[config.mk]
export PLATFORM = sky130hd
export DESIGN_NAME = sram_controller_flat
export DESIGN_NICKNAME = d
export VERILOG_FILES = /design/src/rtl/arm_mem_pkg.sv /design/src/rtl/sram_controller_if.sv /design/src/rtl/sram_controller.sv /design/src/flat_wrapper.sv
export SDC_FILE = /design/constraint.sdc
export NUM_CORES = 1
export LEC_CHECK = 0
export CAP_MARGIN = 10
export CORE_ASPECT_RATIO = 0.6
export CORE_MARGIN = 2
export CORE_UTILIZATION = 30
export CTS_CLUSTER_SIZE = 10
export DETAILED_ROUTE_END_ITERATION = 12
export GPL_ROUTABILITY_DRIVEN = 0
export GPL_TIMING_DRIVEN = 0
export PLACE_DENSITY = 0.83
export SYNTH_ARGS = -nofsm -noshare
export SYNTH_HDL_FRONTEND = slang
export SYNTH_SLANG_ARGS = --single-unit
export TNS_END_PERCENT = 20
[constraint.sdc]
create_clock -name clk -period 1.8 [get_ports clk]
set_input_delay 0.27 -clock clk [delete_from_list [all_inputs] [get_ports clk]]
set_output_delay 0.27 -clock clk [all_outputs]
set_load 0.01 [all_outputs]
[src/rtl/arm_mem_pkg.sv]
// Shared memory-stage definitions: FSM state encoding, the default data-memory
// byte-address map, and the byte-address to SRAM-word conversion helper.
// No ports; imported by the SRAM controller, its interface and DataMemory-style users.
package arm_mem_pkg;

  // Access sequencer states: idle, low halfword phase, high halfword phase, done.
  typedef enum logic [1:0] {
    ST_IDLE = 2'd0,
    ST_LO   = 2'd1,
    ST_HI   = 2'd2,
    ST_DONE = 2'd3
  } mem_state_e;

  // Byte address that maps to data word 0; shared so every memory user agrees.
  localparam logic [31:0] MEM_BASE_ADDR       = 32'd1024;
  localparam int unsigned SRAM_AW_DEFAULT     = 18;
  localparam int unsigned WAIT_CYCLES_DEFAULT = 2;

  // Word index of a byte address. Addresses below the base wrap modulo 2^32.
  function automatic logic [31:0] byte_to_word(input logic [31:0] addr,
                                               input logic [31:0] base);
    return (addr - base) >> 2;
  endfunction

endpackage

[src/rtl/sram_controller_if.sv]
// Memory-stage request/response plus the off-chip 16-bit SRAM pin group.
// Pipeline side: mem_r_en, mem_w_en, address, wdata -> rdata, ready.
// SRAM side: sram_addr, sram_dq_out, sram_dq_oe, sram_we_n out; sram_dq_in back in.
interface sram_controller_if
  import arm_mem_pkg::*;
#(
  parameter int unsigned SRAM_AW = SRAM_AW_DEFAULT
);
  logic               mem_r_en;
  logic               mem_w_en;
  logic [31:0]        address;
  logic [31:0]        wdata;
  logic [31:0]        rdata;
  logic               ready;
  logic [SRAM_AW-1:0] sram_addr;
  logic [15:0]        sram_dq_out;
  logic [15:0]        sram_dq_in;
  logic               sram_dq_oe;
  logic               sram_we_n;

  // The controller.
  modport slave (
    input  mem_r_en, mem_w_en, address, wdata, sram_dq_in,
    output rdata, ready, sram_addr, sram_dq_out, sram_dq_oe, sram_we_n
  );

  // The pipeline together with the SRAM device.
  modport master (
    output mem_r_en, mem_w_en, address, wdata, sram_dq_in,
    input  rdata, ready, sram_addr, sram_dq_out, sram_dq_oe, sram_we_n
  );
endinterface

[src/rtl/sram_controller.sv]
// MEM-stage controller: each 32-bit load/store becomes two 16-bit SRAM phases
// (low half, then high half), each held WAIT_CYCLES cycles; ready drops to freeze the pipeline.
// Ports: clk, rst (async active-low), bus (sram_controller_if.slave: pipeline request + SRAM pins).
module sram_controller
  import arm_mem_pkg::*;
#(
  parameter logic [31:0] BASE_ADDR   = MEM_BASE_ADDR,
  parameter int unsigned SRAM_AW     = SRAM_AW_DEFAULT,
  parameter int unsigned WAIT_CYCLES = WAIT_CYCLES_DEFAULT
) (
  input  logic             clk,
  input  logic             rst,
  sram_controller_if.slave bus
);

  localparam int unsigned    WCW       = (WAIT_CYCLES > 1) ? $clog2(WAIT_CYCLES) : 1;
  localparam logic [WCW-1:0] WAIT_LAST = WCW'(WAIT_CYCLES - 1);

  mem_state_e         state_q, state_d;
  logic [WCW-1:0]     wait_cnt_q, wait_cnt_d;
  logic               is_wr_q, is_wr_d;
  logic [31:0]        rdata_q, rdata_d;
  logic [31:0]        word;
  logic [SRAM_AW-1:0] addr_lo, addr_hi;
  logic               req;
  logic               phase_end;

  assign req       = bus.mem_r_en | bus.mem_w_en;
  assign phase_end = (wait_cnt_q == WAIT_LAST);

  // Halfword addresses are {word, half}; the cast drops bits above the SRAM width.
  assign word    = byte_to_word(bus.address, BASE_ADDR);
  assign addr_lo = SRAM_AW'({word, 1'b0});
  assign addr_hi = SRAM_AW'({word, 1'b1});

  assign bus.rdata = rdata_q;

  always_comb begin
    state_d         = state_q;
    wait_cnt_d      = wait_cnt_q;
    is_wr_d         = is_wr_q;
    rdata_d         = rdata_q;
    bus.ready       = 1'b0;
    bus.sram_addr   = '0;
    bus.sram_dq_out = '0;
    bus.sram_dq_oe  = 1'b0;
    bus.sram_we_n   = 1'b1;

    case (state_q)
      ST_IDLE: begin
        bus.ready = !req;
        if (req) begin
          state_d    = ST_LO;
          wait_cnt_d = '0;
          // A store wins when both enables are set.
          is_wr_d    = bus.mem_w_en;
        end
      end

      ST_LO: begin
        bus.sram_addr = addr_lo;
        if (is_wr_q) begin
          bus.sram_dq_oe  = 1'b1;
          bus.sram_we_n   = 1'b0;
          bus.sram_dq_out = bus.wdata[15:0];
        end
        wait_cnt_d = wait_cnt_q + WCW'(1);
        if (phase_end) begin
          state_d    = ST_HI;
          wait_cnt_d = '0;
          if (!is_wr_q) rdata_d[15:0] = bus.sram_dq_in;
        end
      end

      ST_HI: begin
        bus.sram_addr = addr_hi;
        if (is_wr_q) begin
          bus.sram_dq_oe  = 1'b1;
          bus.sram_we_n   = 1'b0;
          bus.sram_dq_out = bus.wdata[31:16];
        end
        wait_cnt_d = wait_cnt_q + WCW'(1);
        if (phase_end) begin
          state_d    = ST_DONE;
          wait_cnt_d = '0;
          if (!is_wr_q) rdata_d[31:16] = bus.sram_dq_in;
        end
      end

      ST_DONE: begin
        bus.ready = 1'b1;
        state_d   = ST_IDLE;
      end

      default: state_d = ST_IDLE;
    endcase
  end

  always_ff @(posedge clk or negedge rst) begin
    if (!rst) begin
      state_q    <= ST_IDLE;
      wait_cnt_q <= '0;
      is_wr_q    <= 1'b0;
      rdata_q    <= '0;
    end else begin
      state_q    <= state_d;
      wait_cnt_q <= wait_cnt_d;
      is_wr_q    <= is_wr_d;
      rdata_q    <= rdata_d;
    end
  end

endmodule

[src/flat_wrapper.sv]
// flat-port wrapper written by rule: the top's interface ports become plain ports
module sram_controller_flat import arm_mem_pkg::*;
#(
  parameter logic [31:0] BASE_ADDR   = MEM_BASE_ADDR,
  parameter int unsigned SRAM_AW     = SRAM_AW_DEFAULT,
  parameter int unsigned WAIT_CYCLES = WAIT_CYCLES_DEFAULT
)
  (clk, rst, bus_mem_r_en, bus_mem_w_en, bus_address, bus_wdata, bus_sram_dq_in, bus_rdata, bus_ready, bus_sram_addr, bus_sram_dq_out, bus_sram_dq_oe, bus_sram_we_n);
  sram_controller_if #(.SRAM_AW(SRAM_AW)) bus_i ();
  input  logic clk;
  input  logic rst;
  input wire logic [$bits(bus_i.mem_r_en)-1:0] bus_mem_r_en;
  input wire logic [$bits(bus_i.mem_w_en)-1:0] bus_mem_w_en;
  input wire logic [$bits(bus_i.address)-1:0] bus_address;
  input wire logic [$bits(bus_i.wdata)-1:0] bus_wdata;
  input wire logic [$bits(bus_i.sram_dq_in)-1:0] bus_sram_dq_in;
  output wire logic [$bits(bus_i.rdata)-1:0] bus_rdata;
  output wire logic [$bits(bus_i.ready)-1:0] bus_ready;
  output wire logic [$bits(bus_i.sram_addr)-1:0] bus_sram_addr;
  output wire logic [$bits(bus_i.sram_dq_out)-1:0] bus_sram_dq_out;
  output wire logic [$bits(bus_i.sram_dq_oe)-1:0] bus_sram_dq_oe;
  output wire logic [$bits(bus_i.sram_we_n)-1:0] bus_sram_we_n;
  assign bus_i.mem_r_en = bus_mem_r_en;
  assign bus_i.mem_w_en = bus_mem_w_en;
  assign bus_i.address = bus_address;
  assign bus_i.wdata = bus_wdata;
  assign bus_i.sram_dq_in = bus_sram_dq_in;
  assign bus_rdata = bus_i.rdata;
  assign bus_ready = bus_i.ready;
  assign bus_sram_addr = bus_i.sram_addr;
  assign bus_sram_dq_out = bus_i.sram_dq_out;
  assign bus_sram_dq_oe = bus_i.sram_dq_oe;
  assign bus_sram_we_n = bus_i.sram_we_n;
  sram_controller #(.BASE_ADDR(BASE_ADDR), .SRAM_AW(SRAM_AW), .WAIT_CYCLES(WAIT_CYCLES)) u_core (.clk(clk), .rst(rst), .bus(bus_i));
endmodule
==> results by group, run 1 <==
Synthesis
  – Asr flop ratio synth: 100.0%
  – Post-Syn Nets: 263
  – Count leader, synth: dfrtp_1
  – Synth Flop Type: dfrtp_1
  – Post-synth top area share: 47.62%
  – Syn avg cell area: 10.94 um2
  – Synth warn: 0
  – Synth top cells by count: 36 x dfrtp_1, 33 x mux2_2, 24 x nor2_1
  – Post-synth EDFFs: 0
  – Post-Synthesis Cells: 173
  – Sequential area share after synthesis: 47.62%
  – Most area-consuming cells after synthesis: dfrtp_1 48%, mux2_2 20%, a22oi_1 6.3%
  – Synthesized flop and latch total: 36
  – Synth cell types: 25
  – Cell Area, Synth: 1892 um2
  – Leading area contributor after synthesis: dfrtp_1

Timing
  – Slew Viols, Final: 0
  – Setup violators final: 33
  – Minimum clock period: 1943 ps
  – Clock skew: 5.009 ps
  – Period utilization: 108.0%
  – Max frequency: 0.5145 GHz
  – Setup WS post-layout: -143.5 ps
  – Fin. Hold Viols: 0
  – Worst Tran Pin Value: 807.5 ps
  – WHS: 79.86 ps
  – Max-slew headroom: 46.17%
  – RSZ-0062 raised after global routing: yes

Run
  – Max Cap Viol: 0

Setup path
  – WS Path Type: reg2out
  – Reg2Reg Depth: 5
  – Max stage delay on crit path: 430 ps
  – Slowest cell on the critical path: dfrtp_2
  – CP cell instances: inv_4 > ha_4 > nor2b_4 > buf_6 > and2_4 > buf_6
  – Worst R2R Setup Slack: 10 ps
  – Peak fanout along the critical path: 5
  – Most frequent CP cell: buf_6
  – RR Endpoint: u_core.bus.rdata[10]
  – CP startpoint: u_core.state_q[1]
  – Crit start category: flop
  – CP endpoint kind: output port
  – Critical Path RT: 1530 ps
  – Reg-to-Reg Start: u_core.state_q[0]
  – Critical Path AT: 1670 ps

Cells and area
  – Register area: 902.1 um2
  – Share of layout cells above drive strength 1: 48.68%
  – Area Growth Syn to Fin: 106.0%
  – Multi-input gate area: 1181 um2
  – Final Util: 63.76%
  – Fillers: 497
  – Nets: 430
  – Diodes inserted: 0

Route
  – First drt pass iteration count: 4
  – Drt wl/cell: 15.88 um
  – Via Count: 2,044
  – Post-DRT Antenna Nets: 0
  – Routed wire length: 6750 um
  – Via density: 4.809
  – Detailed router's first-iteration violation count: 86
  – DRC viols: 0

Floorplan
  – # IOs: 153
  – Initial Util: 30.96%
  – Die Height: 65.51 um
  – Core area: 6111 um2
  – # rows: 22
  – Die width: 106.5 um
  – Die ar.: 6978 um2

Min path
  – HP Class: in2async

Place
  – Port Buffers: 137
  – Final HPWL DP: 4685 um

Clocking
  – Clock transition at path regs: 70 ps
  – Clock buffer depth: 2
  – Cts-stage hold buffer count: 0
  – CTS root buf: clkbuf_8
  – Clock Sinks: 36
  – Clk Latency, worst-skew pair: 270 ps
  – Total CTS buffers: 5
  – H-tree depth: 2
  – CTS tree: yes

Global route
  – Total gr overflow: 0
  – Initial antenna violation count: 0
  – First-pass GRT wire length: 10,490 um
  – Largest net degree at the start of global routing: 37
  – Vias in the first global route: 2,107
  – Gr usage total: 19.12%

Status
  – Outcome: complete, but fails checks
  – Violated checks: negative setup slack

Pwr
  – Peak VDD IR: 852.1 uV
  – Leak pwr: 1.658 nW
  – Power Dens Cells: 1749 nW/um2
layout make-up:
| class | count | area share (%) |
|---|---|---|
| timing repair buffer | 161 | 37.99 |
| multi-input combinational | 123 | 30.31 |
| sequential | 36 | 23.15 |
| buffer | 7 | 2.762 |
| tap | 84 | 2.697 |
| clock buffer | 8 | 2.312 |
| inverter | 6 | 0.7707 |
through the flow:
step | TNS [ps] | setup WS (ps) | instances | total power, mW | cell area (um2)
after floorplan | -55.87 | -6.984 | 173 | 3.059 | 1897
after global placement | -35420 | -1081 | 394 | 4.896 | 3373
after detailed placement | -24280 | -1094 | 394 | 4.966 | 3368
after CTS | -3528 | -177.8 | 422 | 6.399 | 3751
after global routing | -6329 | -237.6 | 425 | 7.224 | 3896
final | -2506 | -143.5 | 425 | 6.814 | 3896
worst max path at each step:
| stage | end | slack (ps) | cells after the start |
|---|---|---|---|
| finish | bus_sram_addr[2] | -140 | 6 |
| global route | bus_sram_addr[5] | -240 | 6 |
| CTS | bus_sram_addr[6] | -180 | 8 |
| detailed placement | bus_sram_addr[17] | -1090 | 7 |
| global placement | bus_sram_addr[17] | -1080 | 7 |
| floorplan | bus_sram_dq_out[0] | -7 | 6 |
per-layer routing:
metal | vias to the layer above | GRT usage [%] | wire length [um]
met5 | - | 0 | 0
li1 | 950 | - | -
met4 | 0 | 2.760 | 40
met1 | 1019 | 25.11 | 2995
met2 | 67 | 33.73 | 3419
met3 | 8 | 3.770 | 294
registers in the layout (all words and copies together) (netlist names):
register,count
u_core.phase_end,1
u_core.bus.rdata,32
u_core.state_q,2
u_core.is_wr_q,1
power by group:
part           switching [mW]  leakage [nW]  internal [mW]
Clock                   0.266        0.0455          0.312
Combinational            1.96          1.19           2.77
Sequential              0.270         0.419           1.24
Total                    2.50          1.66           4.31
cells by family (layout without fill, tap and decap cells):
kind of cell	count (synthesis)	after routing	synth area share (%)
AO/OA/AOI/OAI	33	33	11.64
XOR/XNOR	2	2	0.9261
adder cells (fa/ha/maj)	6	6	3.968
buffers and inverters	14	182	2.910
flip-flops	36	36	47.62
multiplexers	33	33	19.64
AND/OR/NAND/NOR	49	49	13.29
repair_timing:
item | in CTS | in global routing
cloned | 3 | 0
setup endpoints to repair | 58 | 58
pin swaps | 22 | 11
gates resized for setup | 234 | 42
buffers inserted | 18 | 3
layout by cell type, fill, tap and decap left out, types with 2 or more instances in the layout:
master           instances
clkbuf_8                 6
o31ai_1                  3
buf_2                   29
clkdlybuf4s50_1         92
a22oi_1                  3
a22oi_2                 13
clkbuf_16                2
clkbuf_1                 2
nor2_2                   6
buf_4                   16
nor2_4                   2
buf_6                   15
clkdlybuf4s15_2          2
nand2_1                  4
xnor2_1                  2
clkdlybuf4s15_1          2
ha_4                     4
a21oi_1                  2
or4_4                    3
mux2_2                  33
or3_4                    2
inv_2                    2
and2_4                   7
inv_4                    3
dfrtp_1                 35
nor2_1                  16
o21ai_0                  4
ha_1                     2
buf_8                    8
a21oi_2                  4
worst max-delay path, delay by kind of cell, from the launching register on:
| family | cells | cell delay, ps |
|---|---|---|
| flops | 1 | 430 |
| fa+ha+maj | 1 | 340 |
| simple gates | 2 | 340 |
| buf+inv | 3 | 280 |
(Power assumes the default switching activity.)
==> run 2: changes to the inputs <==
Settings changed: SLEW_MARGIN set to 40.
==> results by group, run 2 (synthesized netlist as in run 1, its figures left out) <==
Status
  – Outcome: complete, but fails checks (unchanged)
  – Violated checks: negative setup slack (unchanged)

Cells and area
  – Fin area: 3826 um2 (was 3896 um2)
  – Final Util: 62.61% (was 63.76%)
  – Area Growth Syn to Fin: 102.2% (was 106.0%)
  – Diodes inserted: 0 (unchanged)
  – Share of layout cells above drive strength 1: 44.54% (was 48.68%)
  – Nets: 429 (was 430)
  – Most frequent cells in the layout: 92 x clkdlybuf4s50_1, 35 x dfrtp_1, 33 x mux2_2 (unchanged)
  – Most common cell after layout, fill and taps aside: clkdlybuf4s50_1 (unchanged)
  – Largest register FFs: 32 (unchanged)
  – Fillers: 532 (was 497)

Setup path
  – Reg2Reg Depth: 5 (unchanged)
  – WS Path Type: in2out (was reg2out)
  – Peak fanout along the critical path: 5 (unchanged)
  – Worst R2R Setup Slack: 40 ps (was 10 ps)
  – Crit start category: primary input (was flop)
  – CP cell instances: clkdlybuf4s15_2 > or4_4 > or3_1 > a21oi_2 > buf_2 (was inv_4 > ha_4 > nor2b_4 > buf_6 > and2_4 > buf_6)
  – Max stage delay on crit path: 520 ps (was 430 ps)
  – Critical Path RT: 1530 ps (about the same)
  – Critical Path AT: 1680 ps (was 1670 ps)
  – CP startpoint: bus_address[12] (was u_core.state_q[1])
  – Reg-to-Reg Start: u_core.state_q[0] (unchanged)
  – Slowest cell on the critical path: or4_4 (was dfrtp_2)
  – CP endpoint kind: output port (unchanged)

Route
  – Via density: 4.702 (was 4.809)
  – Drt wl/cell: 15.76 um (was 15.88 um)
  – DRC viols: 0 (unchanged)
  – Via Count: 1,989 (was 2,044)
  – First drt pass iteration count: 4 (unchanged)
  – Routed wire length: 6667 um (was 6750 um)
  – Post-DRT Antenna Nets: 0 (unchanged)
  – Detailed router's first-iteration violation count: 40 (was 86)

Floorplan
  – Die Height: 65.51 um (unchanged)
  – # rows: 22 (unchanged)
  – # IOs: 153 (unchanged)
  – Core area: 6111 um2 (unchanged)
  – Initial Util: 30.96% (unchanged)
  – Die ar.: 6978 um2 (unchanged)
  – Die width: 106.5 um (unchanged)

Timing
  – Clock skew: 6.185 ps (was 5.009 ps)
  – Fin. Hold Viols: 0 (unchanged)
  – Worst Tran Pin Value: 426.8 ps (was 807.5 ps)
  – Minimum clock period: 1950 ps (was 1943 ps)
  – Max frequency: 0.5129 GHz (was 0.5145 GHz)
  – Slew Viols, Final: 0 (unchanged)
  – Setup WS post-layout: -149.7 ps (was -143.5 ps)
  – RSZ-0062 raised after global routing: yes (unchanged)
  – WHS: 477.0 ps (was 79.86 ps)
  – Setup violators final: 30 (was 33)
  – Period utilization: 108.3% (was 108.0%)
  – Max-slew headroom: 71.54% (was 46.17%)

Clocking
  – Clock transition at path regs: 70 ps (about the same)
  – Clk Latency, worst-skew pair: 280 ps (was 270 ps)
  – H-tree depth: 2 (unchanged)
  – CTS tree: yes (unchanged)
  – Clock Sinks: 36 (unchanged)
  – CTS root buf: clkbuf_8 (unchanged)
  – Clock buffer depth: 2 (unchanged)
  – Total CTS buffers: 5 (unchanged)

Place
  – Port Buffers: 137 (unchanged)
  – DP Area: 3396 um2 (was 3368 um2)
  – Final HPWL DP: 4820 um (was 4685 um)
  – Pre-CTS setup slack: -1096 ps (was -1094 ps)

Global route
  – Gr usage total: 18.98% (was 19.12%)
  – Initial antenna violation count: 0 (unchanged)
  – Largest net degree at the start of global routing: 22 (was 37)
  – First-pass GRT wire length: 10,340 um (was 10,490 um)
  – Total gr overflow: 0 (unchanged)
  – Vias in the first global route: 2,052 (was 2,107)

Pwr
  – Peak VDD IR: 765.0 uV (was 852.1 uV)
  – Leak pwr: 1.642 nW (was 1.658 nW)
  – Power Dens Cells: 1691 nW/um2 (was 1749 nW/um2)

Run
  – Max Cap Viol: 0 (unchanged)

Min path
  – HP Class: in2async (unchanged)
-- run 2: final timing paths --
| path | to |
|---|---|
| setup / recovery | bus_sram_addr[16] |
| hold / removal | u_core.bus.rdata[27] |
| setup reg to reg | u_core.state_q[1] |
| hold reg to reg | u_core.bus.rdata[27] |
| max in group asynchronous | u_core.bus.rdata[14] |
| min in group clk | u_core.bus.rdata[27] |
-- run 2: stage by stage --
step | setup TNS, ps | cells | power, mW
floorplan | -55.87 | 173 | 3.059
global placement | -35420 | 394 | 4.896
detailed placement | -24710 | 395 | 4.982
CTS | -3354 | 419 | 6.312
global route | -5815 | 423 | 6.871
finish | -2917 | 423 | 6.469
-- run 2: metal layers --
layer | vias to the layer above | wire, um | part of all wire [%] | global-route usage [%]
met5 | - | 0 | 0 | 0
met1 | 995 | 3132 | 47 | 25.96
met4 | 0 | 42 | 0.63 | 4.545
met3 | 4 | 210 | 3.1 | 3.968
met2 | 44 | 3281 | 49 | 31.09
li1 | 946 | - | - | -
-- run 2: final cells by class --
cell class	instances	area (um2)	share of cell area, %
clock buffer	6	72.57	1.897
timing repair buffer	160	1473	38.49
sequential	36	902.1	23.58
clock inverter	1	5.005	0.1308
tap	84	105.1	2.747
inverter	6	30.03	0.7848
buffer	7	103.9	2.714
multi-input combinational	123	1135	29.66
-- run 2: power by group --
group	internal, mW	total (mW)	switching [mW]
registers	1.24	1.50	0.265
clock network	0.263	0.537	0.274
logic	2.58	4.43	1.85
total	4.08	6.47	2.39
-- run 2: critical path: cells and delay by family --
family	cells	cell delay, ps
compound gates	1	140
buf+inv	2	370
simple gates	2	900
-- run 2: repair_timing --
action / in CTS / in global routing
resized for setup: 230 / 19
setup endpoints to repair: 58 / 47
gates cloned: 3 / 0
setup buffers: 14 / 4
pin swaps: 16 / 10
hold buffers: 1 / 0
hold endpoints to repair: 15 / 0
